===== config.mk =====
export PLATFORM = sky130hd
export DESIGN_NAME = pmod_input_conditioner
export DESIGN_NICKNAME = d
export VERILOG_FILES = /design/src/rtl/pmod_input_conditioner.sv
export SDC_FILE = /design/constraint.sdc
export NUM_CORES = 1
export LEC_CHECK = 0
export BUFFER_PORTS_ARGS = -buffer_cell sky130_fd_sc_hd__buf_2
export CELL_PAD_IN_SITES_DETAIL_PLACEMENT = 0
export CELL_PAD_IN_SITES_GLOBAL_PLACEMENT = 2
export CORE_MARGIN = 5
export CORE_UTILIZATION = 34
export CTS_BUF_LIST = sky130_fd_sc_hd__clkbuf_16
export DETAILED_ROUTE_END_ITERATION = 16
export PLACE_DENSITY_LB_ADDON = 0.15
export SLEW_MARGIN = 20
export SYNTH_ARGS = -nofsm -noshare
export SYNTH_HDL_FRONTEND = slang
export SYNTH_SLANG_ARGS = --single-unit

===== constraint.sdc =====
create_clock -name clk -period 1.7 [get_ports clk]
set_input_delay 0.085 -clock clk [delete_from_list [all_inputs] [get_ports clk]]
set_output_delay 0.085 -clock clk [all_outputs]
set_load 0.1 [all_outputs]

===== src/rtl/pmod_input_conditioner.sv =====
// PMOD pin front end: per-channel synchroniser and counting debouncer, with
// registered edge pulses and optional press-toggle latches.
module pmod_input_conditioner #(
   parameter int                NCH             = 4,
   parameter int                SYNC_STAGES     = 2,
   parameter int                DEBOUNCE_CYCLES = 60000,
   parameter int                CNT_W           = 16,
   parameter logic [NCH-1:0]    TOGGLE_MASK     = 4'b0100
) (
   input  logic           clk,
   input  logic           reset,
   input  logic [NCH-1:0] raw_in,
   output logic [NCH-1:0] level_out,
   output logic [NCH-1:0] rise_pulse,
   output logic [NCH-1:0] fall_pulse,
   output logic [NCH-1:0] toggle_out,
   output logic           any_change
);

   localparam logic [CNT_W-1:0] CNT_MAX = CNT_W'(DEBOUNCE_CYCLES - 1);
   localparam logic [CNT_W-1:0] CNT_ONE = CNT_W'(1);

   logic [NCH-1:0]   sync_q   [SYNC_STAGES];
   logic [NCH-1:0]   sync_d   [SYNC_STAGES];
   logic [NCH-1:0]   synced;
   logic [NCH-1:0]   stable_q, stable_d;
   logic [CNT_W-1:0] cnt_q    [NCH];
   logic [CNT_W-1:0] cnt_d    [NCH];
   logic [NCH-1:0]   rise_q, rise_d;
   logic [NCH-1:0]   fall_q, fall_d;
   logic [NCH-1:0]   toggle_q, toggle_d;

   assign synced = sync_q[SYNC_STAGES-1];

   // Only the first stage ever sees the raw pins.
   always_comb begin
      sync_d[0] = raw_in;
      for (int s = 1; s < SYNC_STAGES; s++) begin
         sync_d[s] = sync_q[s-1];
      end
   end

   // cnt counts consecutive cycles in which synced disagrees with stable;
   // any agreement restarts it, so chatter never accumulates.
   always_comb begin
      stable_d = stable_q;
      rise_d   = '0;
      fall_d   = '0;
      for (int i = 0; i < NCH; i++) begin
         cnt_d[i] = cnt_q[i];
         if (synced[i] == stable_q[i]) begin
            cnt_d[i] = '0;
         end else if (cnt_q[i] == CNT_MAX) begin
            stable_d[i] = synced[i];
            cnt_d[i]    = '0;
            rise_d[i]   = synced[i];
            fall_d[i]   = ~synced[i];
         end else begin
            cnt_d[i] = cnt_q[i] + CNT_ONE;
         end
      end
   end

   // Toggle reacts to the registered pulse, so it lands one cycle after it.
   always_comb begin
      toggle_d = toggle_q ^ (rise_q & TOGGLE_MASK);
   end

   always_ff @(posedge clk) begin
      if (reset) begin
         for (int s = 0; s < SYNC_STAGES; s++) begin
            sync_q[s] <= '0;
         end
         for (int i = 0; i < NCH; i++) begin
            cnt_q[i] <= '0;
         end
         stable_q <= '0;
         rise_q   <= '0;
         fall_q   <= '0;
         toggle_q <= '0;
      end else begin
         for (int s = 0; s < SYNC_STAGES; s++) begin
            sync_q[s] <= sync_d[s];
         end
         for (int i = 0; i < NCH; i++) begin
            cnt_q[i] <= cnt_d[i];
         end
         stable_q <= stable_d;
         rise_q   <= rise_d;
         fall_q   <= fall_d;
         toggle_q <= toggle_d;
      end
   end

   assign level_out  = stable_q;
   assign rise_pulse = rise_q;
   assign fall_pulse = fall_q;
   assign toggle_out = toggle_q;
   assign any_change = |{rise_q, fall_q};

endmodule

==> results.json <==
{
  "initialDrtViolationCount": 142,
  "cts_max_level": 3,
  "detail_route.first_pass.iterations": 4,
  "worst_ep_required_time_ns": 1.93,
  "ys_seq_elements": 85,
  "drive_gt1_frac": 0.168,
  "post_synthesis_instance_total": 386,
  "synth_edf_count": 0,
  "num_io_pins": 23,
  "totalNegativeSetupSlack_ns": 0,
  "worst_hold_slack_ns": -0.00562,
  "grt_use_met2": 0.171,
  "finish.instance_area_sq_mm": 0.00429,
  "fp.coreArea_sq_mm": 0.0103,
  "timing.clock.skew_ns": 0.00401,
  "row_count": 37,
  "period_minus_slack_ns": 1.58,
  "area_added_between_synthesis_and_finish_pct": 19.6,
  "post_cts_resized": 0,
  "grt_start_max_net_pins": 22,
  "clock_latency_at_the_later_pin_of_the_worst_skew_pair_ns": 0.33,
  "clock_root_buffer": "sky130_fd_sc_hd__clkbuf_16",
  "postSynth.asyncResetShare": 0,
  "crit_path_capture_type": "register",
  "hp-class": "in -> reg",
  "slew_violations": 0,
  "grt_pass1_vias": 2568,
  "synthesis.area_sq_mm": 0.00359,
  "ys_dominant_reg_cell": "sky130_fd_sc_hd__dfxtp_1",
  "met1_layer_usage_reported_by_global_route": 0.165,
  "clock_path_buffers": 2,
  "ir_worst_vdd_v": 0.000512,
  "cts_tree": "yes",
  "route.detailed.wl_per_inst_um": 12.4,
  "preCtsSetupSlack_ns": 0.0631,
  "final_hpwl_dp_mm": 5.05,
  "timing.max_cap.violations": 0,
  "groute.usage.overall": 0.118,
  "viasPerCell": 4.69,
  "report.final.setup_viol": 0,
  "portBuffers": 19,
  "detailroute.via_count": 2650,
  "cp_max_fo": 5,
  "initial_antenna_violation_count": 0,
  "post_dp_cell_area_sq_mm": 0.00391,
  "worst_setup_hold_path_clk_slew_ns": 0.06,
  "synth_cell_type_count": 38,
  "detail-route-antenna-nets": 0,
  "numClockSinks": 85,
  "grt_util_met3": 0.0267,
  "final_min_period_over_clock_period": 0.929,
  "start_util": 0.347,
  "result_of_the_run": "finished with violations",
  "yosysWarnings": 0,
  "timing.final.hold_violations": 1,
  "top_usage_layer": "met2",
  "dieArea_sq_mm": 0.0127,
  "total_routed_length_mm": 7.00,
  "grt_overflow_total": 0,
  "worst-setup-path-type": "reg -> reg",
  "final_routed_drc_violation_total": 0,
  "synth_seq_area_share": 0.475,
  "achievable-frequency_mhz": 633,
  "critPathLaunchType": "register",
  "chipWidth_um": 113,
  "gpl.final_weighted_congestion": 0.759,
  "cts_buf_count": 9,
  "diodes": 0,
  "worst_slack_ns": 0.120,
  "num-nets-final": 434,
  "grt_pass1_wl_mm": 12.2,
  "die_h_um": 113,
  "p_per_area_mw_per_mm2": 1000,
  "syn_area_per_cell_sq_um": 9.29,
  "timing.critical_path.arrival_ns": 1.81,
  "leakage_nw": 1.54,
  "violations": "negative hold slack",
  "layout.filler_cells": 1048
}
==> through the flow <==
step	power, W	cells	util
2_1_floorplan	0.00212	388	-
3_3_place_gp	0.00213	544	0.378
3_5_place_dp	0.00213	544	0.378
4_1_cts	0.00438	563	0.414
5_1_grt	0.00447	565	0.416
6_report	0.00429	565	0.416
==> synth_stat cells (4+ instances only) <==
| cell type | number | area [sq um] |
|---|---|---|
| sky130_fd_sc_hd__and4_1 | 7 | 61.3 |
| sky130_fd_sc_hd__xnor2_1 | 19 | 166 |
| sky130_fd_sc_hd__mux2i_1 | 4 | 40.0 |
| sky130_fd_sc_hd__nor4_1 | 9 | 56.3 |
| sky130_fd_sc_hd__nor4b_1 | 4 | 35.0 |
| sky130_fd_sc_hd__nand2b_1 | 8 | 50.1 |
| sky130_fd_sc_hd__nand3_1 | 25 | 125 |
| sky130_fd_sc_hd__buf_4 | 5 | 37.5 |
| sky130_fd_sc_hd__nor2_1 | 63 | 236 |
| sky130_fd_sc_hd__nor3_1 | 13 | 65.1 |
| sky130_fd_sc_hd__and4b_1 | 4 | 40.0 |
| sky130_fd_sc_hd__buf_2 | 7 | 35.0 |
| sky130_fd_sc_hd__dfxtp_1 | 85 | 1700 |
| sky130_fd_sc_hd__nand2_1 | 14 | 52.6 |
| sky130_fd_sc_hd__nand4_1 | 21 | 131 |
| sky130_fd_sc_hd__xor2_1 | 35 | 307 |
| sky130_fd_sc_hd__o21ai_0 | 4 | 20.0 |
| sky130_fd_sc_hd__a21oi_1 | 5 | 25.0 |
| sky130_fd_sc_hd__ha_1 | 4 | 50.1 |
| sky130_fd_sc_hd__nor2b_1 | 8 | 50.1 |
| sky130_fd_sc_hd__and3_1 | 6 | 37.5 |
| sky130_fd_sc_hd__inv_1 | 8 | 30.0 |
==> state kept, by name, summed over array words and instances, names as in the netlist <==
name / cells
cnt_q: 64
sync_q: 8
fall_pulse: 4
level_out: 4
rise_pulse: 4
toggle_out: 1
==> final cells by class <==
cell class / instances / area (sq um) / area share
Clock buffer: 9 / 225 / 0.0525
Clock inverter: 7 / 114 / 0.0265
Inverter: 8 / 30.0 / 0.00700
Multi-Input combinational cell: 279 / 1780 / 0.414
Sequential cell: 85 / 1710 / 0.398
Tap cell: 136 / 170 / 0.0397
Timing Repair Buffer: 41 / 268 / 0.0624
==> where the power goes <==
part	switching, W	internal (W)	leakage (nW)
sequential	0.00000759	0.00200	0.689
clock	0.000770	0.00143	0.169
combinational	0.0000575	0.0000250	0.684
total	0.000835	0.00346	1.54
==> final timing paths <==
kind | startpoint | end | slack [ns] | cells past startpoint
worst max-delay path | cnt_q[1][0] | rise_pulse[1] | 0.12 | 5
worst max register to register | cnt_q[1][0] | rise_pulse[1] | 0.12 | 5
worst min-delay path | raw_in[1] | sync_q[0][1] | -0.006 | 2
worst min register to register | cnt_q[3][0] | cnt_q[3][0] | 0.44 | 1
==> cell families (layout without fill, tap and decap cells) <==
family / after synthesis / in the layout / share of synthesized area
and+or+nand+nor: 200 / 200 / 0.310
DFF: 85 / 85 / 0.475
xor gates and xnor gates: 54 / 54 / 0.132
buffers and inverters: 24 / 65 / 0.0331
AOI/OAI and AO/OA: 14 / 14 / 0.0241
adders and majority gates: 4 / 4 / 0.0140
muxes: 4 / 4 / 0.0112
other: 1 / 3 / 0.00105
==> layer usage <==
metal	vias up	share of wire
met2	26	0.43
met5	-	0
met3	11	0.032
met1	1206	0.52
met4	0	0.018
li1	1407	-
==> worst max-delay path: stages (launching register included) <==
cell                      delay (ns)
sky130_fd_sc_hd__dfxtp_1        0.38
sky130_fd_sc_hd__ha_1           0.23
sky130_fd_sc_hd__and4_1         0.27
sky130_fd_sc_hd__nand4_1        0.18
sky130_fd_sc_hd__buf_4          0.19
sky130_fd_sc_hd__nor4b_1        0.23
==> timing repair <==
| action | in CTS | in global routing |
|---|---|---|
| endpoints found under the setup margin | 0 | 29 |
| hold buffers | 3 | 0 |
| endpoints found under the hold margin | 3 | 0 |
| buffers inserted | 0 | 2 |
==> layout by cell type, fill, tap and decap left out, types with 6 or more instances in the layout <==
master / Yosys / layout
sky130_fd_sc_hd__and3_1: 6 / 6
sky130_fd_sc_hd__and4_1: 7 / 7
sky130_fd_sc_hd__buf_2: 7 / 19
sky130_fd_sc_hd__buf_4: 5 / 19
sky130_fd_sc_hd__clkbuf_16: 0 / 9
sky130_fd_sc_hd__dfxtp_1: 85 / 80
sky130_fd_sc_hd__inv_1: 8 / 8
sky130_fd_sc_hd__nand2_1: 14 / 13
sky130_fd_sc_hd__nand2b_1: 8 / 8
sky130_fd_sc_hd__nand3_1: 25 / 25
sky130_fd_sc_hd__nand4_1: 21 / 21
sky130_fd_sc_hd__nor2_1: 63 / 63
sky130_fd_sc_hd__nor2b_1: 8 / 8
sky130_fd_sc_hd__nor3_1: 13 / 13
sky130_fd_sc_hd__nor4_1: 9 / 9
sky130_fd_sc_hd__xnor2_1: 19 / 19
sky130_fd_sc_hd__xor2_1: 35 / 35
Note: power is estimated with default switching activity, not from simulation.
